<file path="config.mk">
export PLATFORM = sky130hd
export DESIGN_NAME = keypad_scan_ctrl_flat
export DESIGN_NICKNAME = d
export VERILOG_FILES = /design/src/rtl/keypad_pkg.sv /design/src/rtl/keypad_scan_ctrl_if.sv /design/src/rtl/debounce_timer.sv /design/src/rtl/keypad_scan_ctrl.sv /design/src/flat_wrapper.sv
export SDC_FILE = /design/constraint.sdc
export NUM_CORES = 1
export LEC_CHECK = 0
export BUFFER_PORTS_ARGS = -buffer_cell sky130_fd_sc_hd__buf_2
export CAP_MARGIN = 20
export CORE_UTILIZATION = 35
export DETAILED_ROUTE_END_ITERATION = 8
export PLACE_DENSITY = 0.58
export SLEW_MARGIN = 40
export SYNTH_ARGS = -nofsm -noshare
export SYNTH_HDL_FRONTEND = slang
export SYNTH_SLANG_ARGS = --single-unit
export TNS_END_PERCENT = 1
</file>
<file path="constraint.sdc">
create_clock -name clk -period 3.35 [get_ports clk]
set_clock_uncertainty 0.1 [all_clocks]
set_input_delay 0.335 -clock clk [delete_from_list [all_inputs] [get_ports clk]]
set_output_delay 0.335 -clock clk [all_outputs]
set_load 0.03 [all_outputs]
</file>
<file path="src/rtl/keypad_pkg.sv">
// Shared types, defaults and key decoding for the 4x4 hex keypad scan controller.
package keypad_pkg;

  localparam int unsigned SCAN_CYCLES_DEF     = 4800;
  localparam int unsigned DEBOUNCE_CYCLES_DEF = 1200;

  typedef logic [3:0] hex_t;

  typedef enum logic [2:0] {
    SCAN,
    DEBOUNCE,
    CHECK,
    EMIT,
    HOLD,
    RELEASE_WAIT
  } scan_state_t;

  // Keypad legend, row-major: 1 2 3 A / 4 5 6 B / 7 8 9 C / E 0 F D
  function automatic hex_t key_map(input logic [1:0] row_idx, input logic [1:0] col_idx);
    hex_t k;
    case ({row_idx, col_idx})
      4'd0:  k = 4'h1;
      4'd1:  k = 4'h2;
      4'd2:  k = 4'h3;
      4'd3:  k = 4'hA;
      4'd4:  k = 4'h4;
      4'd5:  k = 4'h5;
      4'd6:  k = 4'h6;
      4'd7:  k = 4'hB;
      4'd8:  k = 4'h7;
      4'd9:  k = 4'h8;
      4'd10: k = 4'h9;
      4'd11: k = 4'hC;
      4'd12: k = 4'hE;
      4'd13: k = 4'h0;
      4'd14: k = 4'hF;
      default: k = 4'hD;
    endcase
    return k;
  endfunction

  // Index of the set bit of a one-hot row vector (callers guarantee one-hot).
  function automatic logic [1:0] onehot_index(input logic [3:0] v);
    logic [1:0] idx;
    case (v)
      4'b0010: idx = 2'd1;
      4'b0100: idx = 2'd2;
      4'b1000: idx = 2'd3;
      default: idx = 2'd0;
    endcase
    return idx;
  endfunction

endpackage

</file>
<file path="src/rtl/keypad_scan_ctrl_if.sv">
// Keypad matrix and decoded-key signals between the scan controller and its neighbours.
interface keypad_scan_ctrl_if;
  import keypad_pkg::*;

  logic [3:0] rows_n;
  logic [3:0] cols_n;
  logic       key_valid;
  hex_t       key_hex;
  hex_t       digit_l;
  hex_t       digit_r;
  logic       key_held;

  modport master (
    input  rows_n,
    output cols_n, key_valid, key_hex, digit_l, digit_r, key_held
  );

  modport slave (
    output rows_n,
    input  cols_n, key_valid, key_hex, digit_l, digit_r, key_held
  );

endinterface

</file>
<file path="src/rtl/debounce_timer.sv">
// Clearable saturating up-counter; done_c flags the final cycle of a TERMINAL-cycle interval.
module debounce_timer #(
  parameter int unsigned WIDTH    = 8,
  parameter int unsigned TERMINAL = 4
) (
  input  logic clk,
  input  logic reset,
  input  logic clr,
  input  logic en,
  output logic done_c
);

  localparam logic [WIDTH-1:0] LAST = WIDTH'(TERMINAL - 1);

  logic [WIDTH-1:0] count;

  always_ff @(posedge clk or negedge reset) begin
    if (!reset)                count <= '0;
    else if (clr)              count <= '0;
    else if (en && !done_c)    count <= count + WIDTH'(1);
  end

  assign done_c = (count == LAST);

endmodule

</file>
<file path="src/rtl/keypad_scan_ctrl.sv">
// Column scanner with press debounce/validation, one pulse per press and a two-digit history.
module keypad_scan_ctrl
  import keypad_pkg::*;
#(
  parameter int unsigned SCAN_CYCLES     = SCAN_CYCLES_DEF,
  parameter int unsigned DEBOUNCE_CYCLES = DEBOUNCE_CYCLES_DEF
) (
  input  logic                clk,
  input  logic                reset,
  keypad_scan_ctrl_if.master  kp
);

  localparam int unsigned MAX_CYCLES = (SCAN_CYCLES > DEBOUNCE_CYCLES) ? SCAN_CYCLES : DEBOUNCE_CYCLES;
  localparam int unsigned CNT_W      = (MAX_CYCLES > 1) ? $clog2(MAX_CYCLES) : 1;

  scan_state_t state, state_d;
  logic [1:0]  col, col_d;
  logic [3:0]  row_cap, row_cap_d;
  logic [3:0]  sync1, sync2;
  logic [3:0]  rows_c;
  logic [3:0]  cols_n_q, cols_n_d;
  logic        key_valid_q, key_valid_d;
  hex_t        key_hex_q, key_hex_d;
  hex_t        digit_l_q, digit_l_d;
  hex_t        digit_r_q, digit_r_d;
  logic        key_held_q, key_held_d;
  logic        dwell_clr_c, dwell_en_c, dwell_done_c;
  logic        deb_clr_c, deb_en_c, deb_done_c;

  // Two-flop synchronizer, idles at "no row pulled low"
  always_ff @(posedge clk or negedge reset) begin
    if (!reset) begin
      sync1 <= 4'hF;
      sync2 <= 4'hF;
    end else begin
      sync1 <= kp.rows_n;
      sync2 <= sync1;
    end
  end

  assign rows_c = ~sync2;

  assign dwell_en_c  = (state == SCAN);
  assign dwell_clr_c = (state != SCAN) || dwell_done_c;
  assign deb_en_c    = (state == DEBOUNCE) || ((state == RELEASE_WAIT) && (rows_c == 4'h0));
  assign deb_clr_c   = !((state == DEBOUNCE) || (state == RELEASE_WAIT));

  debounce_timer #(.WIDTH(CNT_W), .TERMINAL(SCAN_CYCLES)) u_dwell_timer (
    .clk    (clk),
    .reset  (reset),
    .clr    (dwell_clr_c),
    .en     (dwell_en_c),
    .done_c (dwell_done_c)
  );

  debounce_timer #(.WIDTH(CNT_W), .TERMINAL(DEBOUNCE_CYCLES)) u_deb_timer (
    .clk    (clk),
    .reset  (reset),
    .clr    (deb_clr_c),
    .en     (deb_en_c),
    .done_c (deb_done_c)
  );

  always_ff @(posedge clk or negedge reset) begin
    if (!reset) begin
      state       <= SCAN;
      col         <= 2'd0;
      row_cap     <= 4'h0;
      cols_n_q    <= 4'b1110;
      key_valid_q <= 1'b0;
      key_hex_q   <= 4'h0;
      digit_l_q   <= 4'h0;
      digit_r_q   <= 4'h0;
      key_held_q  <= 1'b0;
    end else begin
      state       <= state_d;
      col         <= col_d;
      row_cap     <= row_cap_d;
      cols_n_q    <= cols_n_d;
      key_valid_q <= key_valid_d;
      key_hex_q   <= key_hex_d;
      digit_l_q   <= digit_l_d;
      digit_r_q   <= digit_r_d;
      key_held_q  <= key_held_d;
    end
  end

  // Next state; registered outputs are derived from the next state so they line up with it
  always_comb begin
    state_d     = state;
    col_d       = col;
    row_cap_d   = row_cap;
    key_valid_d = 1'b0;
    key_hex_d   = key_hex_q;
    digit_l_d   = digit_l_q;
    digit_r_d   = digit_r_q;

    case (state)
      SCAN: begin
        if (dwell_done_c) begin
          if (rows_c != 4'h0) begin
            row_cap_d = rows_c;
            state_d   = DEBOUNCE;
          end else begin
            col_d = col + 2'd1;
          end
        end
      end
      DEBOUNCE: begin
        if (deb_done_c) state_d = CHECK;
      end
      CHECK: begin
        if ((rows_c == row_cap) && $onehot(row_cap)) begin
          state_d     = EMIT;
          key_valid_d = 1'b1;
          key_hex_d   = key_map(onehot_index(row_cap), col);
          digit_l_d   = digit_r_q;
          digit_r_d   = key_hex_d;
        end else begin
          col_d   = col + 2'd1;
          state_d = SCAN;
        end
      end
      EMIT: begin
        state_d = HOLD;
      end
      HOLD: begin
        if (rows_c == 4'h0) state_d = RELEASE_WAIT;
      end
      RELEASE_WAIT: begin
        if (rows_c != 4'h0) begin
          state_d = HOLD;
        end else if (deb_done_c) begin
          col_d   = col + 2'd1;
          state_d = SCAN;
        end
      end
      default: begin
        state_d = SCAN;
      end
    endcase

    cols_n_d   = ~(4'b0001 << col_d);
    key_held_d = (state_d == HOLD) || (state_d == RELEASE_WAIT);
  end

  assign kp.cols_n    = cols_n_q;
  assign kp.key_valid = key_valid_q;
  assign kp.key_hex   = key_hex_q;
  assign kp.digit_l   = digit_l_q;
  assign kp.digit_r   = digit_r_q;
  assign kp.key_held  = key_held_q;

endmodule

</file>
<file path="src/flat_wrapper.sv">
// flat-port wrapper written by rule: the top's interface ports become plain ports
module keypad_scan_ctrl_flat import keypad_pkg::*;
#(
  parameter int unsigned SCAN_CYCLES     = SCAN_CYCLES_DEF,
  parameter int unsigned DEBOUNCE_CYCLES = DEBOUNCE_CYCLES_DEF
)
  (clk, reset, kp_rows_n, kp_cols_n, kp_key_valid, kp_key_hex, kp_digit_l, kp_digit_r, kp_key_held);
  keypad_scan_ctrl_if kp_i ();
  input  logic clk;
  input  logic reset;
  input wire logic [$bits(kp_i.rows_n)-1:0] kp_rows_n;
  output wire logic [$bits(kp_i.cols_n)-1:0] kp_cols_n;
  output wire logic [$bits(kp_i.key_valid)-1:0] kp_key_valid;
  output wire logic [$bits(kp_i.key_hex)-1:0] kp_key_hex;
  output wire logic [$bits(kp_i.digit_l)-1:0] kp_digit_l;
  output wire logic [$bits(kp_i.digit_r)-1:0] kp_digit_r;
  output wire logic [$bits(kp_i.key_held)-1:0] kp_key_held;
  assign kp_i.rows_n = kp_rows_n;
  assign kp_cols_n = kp_i.cols_n;
  assign kp_key_valid = kp_i.key_valid;
  assign kp_key_hex = kp_i.key_hex;
  assign kp_digit_l = kp_i.digit_l;
  assign kp_digit_r = kp_i.digit_r;
  assign kp_key_held = kp_i.key_held;
  keypad_scan_ctrl #(.SCAN_CYCLES(SCAN_CYCLES), .DEBOUNCE_CYCLES(DEBOUNCE_CYCLES)) u_core (.clk(clk), .reset(reset), .kp(kp_i));
endmodule
</file>
Yosys cells after proc, flatten, opt, wreduce, memory -nomap -nowiden
Memories as Yosys holds them, arrays and structs flattened. A register that Yosys moved wholly into a read port is not among the register bits.
Index checks and enable logic that the tools add are counted.
- add/subtract/negate cells: 6
- eq/ne operators: 15
- shift operators: 1
- multiplexer cells: 23
- bitwise gates (word level): 2
- reduce and logical (&&, ||, !) cells: 18
- operator list (operator ; number):
    13-bit two-way mux ; 4
    13-bit by 1-bit adder with 13-bit output, second input constant ; 2
    3-bit two-way mux ; 6
    3-bit one-hot mux with 6 select lines ; 1
    2-bit two-way mux ; 8
    13-bit by 11-bit == test with 1-bit output, second input constant ; 1
    13-bit == test, second input constant ; 1
    3-bit == test, second input constant ; 4
    2-bit one-hot mux with 3 select lines ; 2
    4-bit NOT ; 2
    3-bit by 1-bit == test with 1-bit output, second input constant ; 2
    3-bit by 2-bit == test with 1-bit output, second input constant ; 2
    1-bit by 1-bit adder with 2-bit output ; 2
    4-bit by 2-bit == test with 1-bit output, second input constant ; 1
    4-bit by 3-bit == test with 1-bit output, second input constant ; 1
    4-bit == test ; 1
    4-bit == test, second input constant ; 1
    1-bit logical AND ; 4
    4-bit logical NOT ; 1
    1-bit logical OR ; 4
    4-bit nonzero test ; 1
    1-bit by 2-bit << shifter with 4-bit output, first input constant ; 1
    3-bit adder ; 1
    1-bit logical NOT ; 3
    other kinds (8) ; 9
- memories kept: 1
- register bits: 53
- input bits: 6
- memory bits (read-only): 64
- output and inout bits: 18
- word-level logic and storage cells: 77
- memory list (memory ; words ; bits a word ; read ports ; clocked after memory_dff ; write ports ; line ; source):
    (no name shown) ; 16 ; 4 ; 1 ; 1 ; 0 ; keypad_pkg.sv:21 ; case ({row_idx, col_idx})

Longest topological paths before layout
- word-level depth: 8
- mapped depth: 10
- mapped depth without buffers: 8

Hierarchy
A second synthesis with hierarchy kept.
- cells, all modules: 278
- area total of the unflattened synthesis: 2984.1 um^2
- modules (own cells, without submodules) (module ; area each (um^2) ; sequential area each (um^2) ; cells each ; instances):
    keypad_scan_ctrl ; 1559.0 ; 789.5 ; 137 ; 1
    debounce_timer at u_core.u_dwell_timer ; 723.2 ; 325.3 ; 73 ; 1
    debounce_timer at u_core.u_deb_timer ; 701.9 ; 325.3 ; 68 ; 1

Worst setup path after synthesis
Ideal clock, no wire load.
- path kind: register to register
- start point: reg u_core.row_cap[2]
- end point: reg u_core.digit_l_q[1], in the netlist u_core.kp.digit_l[1]
- setup time: 0.125 ns
- clock period less this slack: 2.663 ns
- setup slack: 0.687 ns
- arrival: 2.439 ns
- stages on the path, launching flop included: 10
- buffers on the path: 2
- required time: 3.125 ns
- cells stage by stage: dfrtp_1 -> inv_1 -> ha_1 -> ha_1 -> fa_1 -> nor4b_2 -> and3b_1 -> buf_2 -> buf_4 -> mux2_2
- longest elaborated chain between the ends: 5
- elaborated cells on any way between the ends: 6
- those cells by class: add/sub: 2; eq/ne: 2; reduce/logical: 2
- ends and longest elaborated chain (element ; line ; source):
    start: declaration ; keypad_scan_ctrl.sv:18 ; logic [3:0] row_cap, row_cap_d;
    start signal: assignment ; keypad_scan_ctrl.sv:78 ; row_cap <= row_cap_d;
    1-bit by 1-bit adder with 2-bit output (not written as such) ; keypad_scan_ctrl.sv:113 ; if ((rows_c == row_cap) && $onehot(row_cap)) begin
    3-bit adder (not written as such) ; keypad_scan_ctrl.sv:113 ;
    3-bit by 1-bit == test with 1-bit output ; keypad_scan_ctrl.sv:113 ;
    1-bit logical AND * ; keypad_scan_ctrl.sv:113 ;
    2-bit AND reduction (no line) * ; -- ;
    end signal: assignment ; keypad_scan_ctrl.sv:82 ; digit_l_q <= digit_l_d;
    end: declaration ; keypad_scan_ctrl.sv:24 ; hex_t digit_l_q, digit_l_d;
Mark *: on every way between the ends. The rest lies on a longest branch, timed or not.
A chain may end at the register's enable or synchronous reset.

Worst setup path after layout
- start point: reg u_core.row_cap[2]
- end point: reg u_core.digit_l_q[2], in the netlist u_core.kp.digit_l[2]
Same word-level chain as after synthesis.

==> results.cfg <==
[route]
drcViolationCount = 0
drt_iter0_drc = 74
antenna_left = 0
first_pass_iters = 4
wl_per_cell_um = 12.4
finalWirelength_mm = 5.04
via_per_inst = 4.76
via_count = 1934

[synthesis]
avgSynthCellArea_um2 = 10.8
synth_top_area_share_pct = 39.6
synthesis.area_um2 = 2910
synth.yosys.seq_area_share_pct = 49.5
synth_top_area_cell = dfrtp_1
ys_seq_elements = 57
synth_fp_nets = 292
yosysWarnings = 0
netlist-cell-type-count = 41
ys_top_cells_by_area = dfrtp_1 (40%), dfstp_2 (9.9%), ha_1 (6.5%)
synth_cells = 270

[sta]
slew_violations = 0
finalHoldViolCount = 0
final.setup.tns_ns = 0
slew_headroom_pct = 56.2
tightest_slew_ns = 0.657
setup_violations = 0
fin_crit_sh_pct = 86.6
rsz0062_at_grt = false
period_needed_ns = 2.90
fmax_ghz = 0.345
whs_ns = 0.253

[worst_setup_path]
worst-setup-path-type = reg -> reg
end_kind = flip-flop
cp.arrival_ns = 3.02
rrSetupSlack_ns = 0.45
cp_data_required_time_ns = 3.47
worstPathMaxFanout = 14
startpoint_type = flip-flop
crit_start = u_core.row_cap[2]$_DFFE_PN0P_
r2r_cells = 7
timing.rr.start = u_core.row_cap[2]$_DFFE_PN0P_
r2r-end = u_core.kp.digit_l[2]$_DFFE_PN0P_

[run]
cap_violations = 0

[floorplan]
rows = 32
die_x_um = 93.1
initial_core_util_pct = 36.8
die_y_um = 93.1
die_area_um2 = 8670
core_um2 = 7890
ios = 24

[clocking]
htree_levels = 3
clock_sinks = 57
hold_buffers = 5
clkSlewWorstSetupHoldPaths_ns = 0.06
cts_made_buffers = 9
cts_buffer_depth = 2
cts_root_buf = clkbuf_8
ctsResizeCount = 0
cts_tree = built
cts_setup_buffers = 0
clock_latency_ns = 0.34

[power_and_ir_drop]
max-vdd-ir-drop_mv = 0.314
p_per_area_nw_per_um2 = 420
leakage_nw = 1.55

[finish]
fin_nets = 321
final_cell_mix = dfrtp_1 (46), nor2_1 (38), buf_2 (22), xor2_1 (19), nand2_1 (16)
syn2layout_area_growth_pct = 15.8
mostFrequentLayoutCell = dfrtp_1
utilization_pct = 42.7
num-fill-cells = 740
num_antenna_cells = 0
drive_gt1_share_pct = 21.1
fin_cells = 406

[global_routing]
grt_pass1_wl_mm = 8.89
grt_pass1_vias = 1878
grt-ovfl-total = 0
grt_max_degree = 37
antenna_found_initial = 0
grt_usage_pct = 13.5

[placed_design]
io_buffers = 23
gp_congestion = 0.805
place_inst = 385
dp_hpwl_mm = 3.45

[min_path]
hp-class = reg -> reg
holdPathStages = 0
whs_endpoint = u_core.sync2[0]$_DFF_PN1_
min-delay-start = u_core.sync1[0]$_DFF_PN1_

[run_status]
status = finished, final reports clean
==> metal layers <==
| metal | up-vias | track usage [%] | wire [um] |
|---|---|---|---|
| met1 | 908 | 17.0 | 2480 |
| met5 | - | 0 | 0 |
| met2 | 30 | 20.6 | 2270 |
| met3 | 9 | 4.63 | 199 |
| met4 | 0 | 6.54 | 95 |
| li1 | 987 | - | - |
==> power breakdown <==
group	leakage, nW	internal [mW]	switching (mW)
clock	0.113	0.424	0.263
combinational	0.689	0.00984	0.0161
sequential	0.744	0.698	0.00346
total	1.55	1.13	0.283
==> sequential cells by signal, summed over array words and instances (netlist names) <==
register and flops:
u_core.col 2, u_core.kp.key_hex 4, u_core.u_dwell_timer.count 13, u_core.kp.cols_n 4, u_core.row_cap 4, u_core.sync1 4
u_core.state 3, u_core.kp.key_valid 1, u_core.u_deb_timer.count 13, u_core.kp.key_held 1, u_core.kp.digit_l 4, u_core.sync2 4
==> per-stage QoR <==
stage / instance area (um^2) / total power, mW / setup WS (ns)
5_1_grt: 3360 / 1.47 / 0.265
3_5_place_dp: 3090 / 0.736 / 0.416
2_1_floorplan: 2910 / 0.716 / 0.687
3_3_place_gp: 3090 / 0.736 / 0.511
4_1_cts: 3360 / 1.44 / 0.429
6_report: 3360 / 1.41 / 0.449
==> logic make-up after synthesis <==
logic type                 Yosys count  synth area share [%]
xor gates and xnor gates            28                  8.44
buffers and inverters               20                  3.44
AOI/OAI and AO/OA                   29                  6.63
DFF                                 57                  49.5
muxes                                9                  3.40
and+or+nand+nor                    111                  21.4
adders and majority gates           16                  7.15
==> final cells by class <==
| class | instances | area (um^2) | share of cell area, % |
|---|---|---|---|
| well taps | 102 | 128 | 3.79 |
| flip-flops and latches | 57 | 1440 | 42.8 |
| clock buffers | 14 | 183 | 5.43 |
| clock inverters | 2 | 35.0 | 1.04 |
| inverters | 8 | 30.0 | 0.893 |
| multi-input cells | 193 | 1370 | 40.6 |
| repair buffers | 30 | 183 | 5.43 |
==> worst max-delay path: stages, from the launching register on <==
cell	delay [ns]
dfrtp_1	0.42
inv_1	0.08
ha_1	0.30
ha_1	0.20
fa_1	0.45
nor4b_2	0.31
and3b_1	0.53
mux2_2	0.40
==> cell usage after synthesis <==
cell type	instances
nand4b_1	3
clkbuf_1	2
nand2b_1	3
mux2_2	7
o211ai_1	3
nand2_1	16
nor2_2	1
nand4_1	9
ha_1	15
o21ai_1	1
inv_1	8
xnor2_1	9
a31oi_1	1
nand4_4	1
mux2i_1	2
or2_2	1
nor4bb_1	2
nor4b_2	1
xor2_1	19
a2bb2oi_1	2
o31ai_1	1
dfstp_2	11
nor3_1	3
and4_1	7
o32ai_4	1
dfrtp_1	46
o21ai_0	12
and2_1	3
and3b_1	2
o21a_1	1
nor2b_1	2
clkbuf_2	1
nor4b_4	1
a22o_1	1
fa_1	1
buf_2	4
buf_4	5
nand3_1	10
a21oi_1	6
nor2_1	38
and3_1	8
==> worst max-delay path by stage <==
stage / end / slack [ns] / cells past startpoint
finish: u_core.kp.digit_l[2]$_DFFE_PN0P_ / 0.45 / 7
global route: u_core.kp.digit_l[2]$_DFFE_PN0P_ / 0.27 / 7
CTS: u_core.kp.digit_l[2]$_DFFE_PN0P_ / 0.43 / 7
detailed placement: u_core.kp.digit_l[2]$_DFFE_PN0P_ / 0.42 / 7
global placement: u_core.kp.digit_l[0]$_DFFE_PN0P_ / 0.51 / 7
floorplan: u_core.kp.digit_l[1]$_DFFE_PN0P_ / 0.69 / 9
Note: power is estimated with default switching activity, not from simulation.
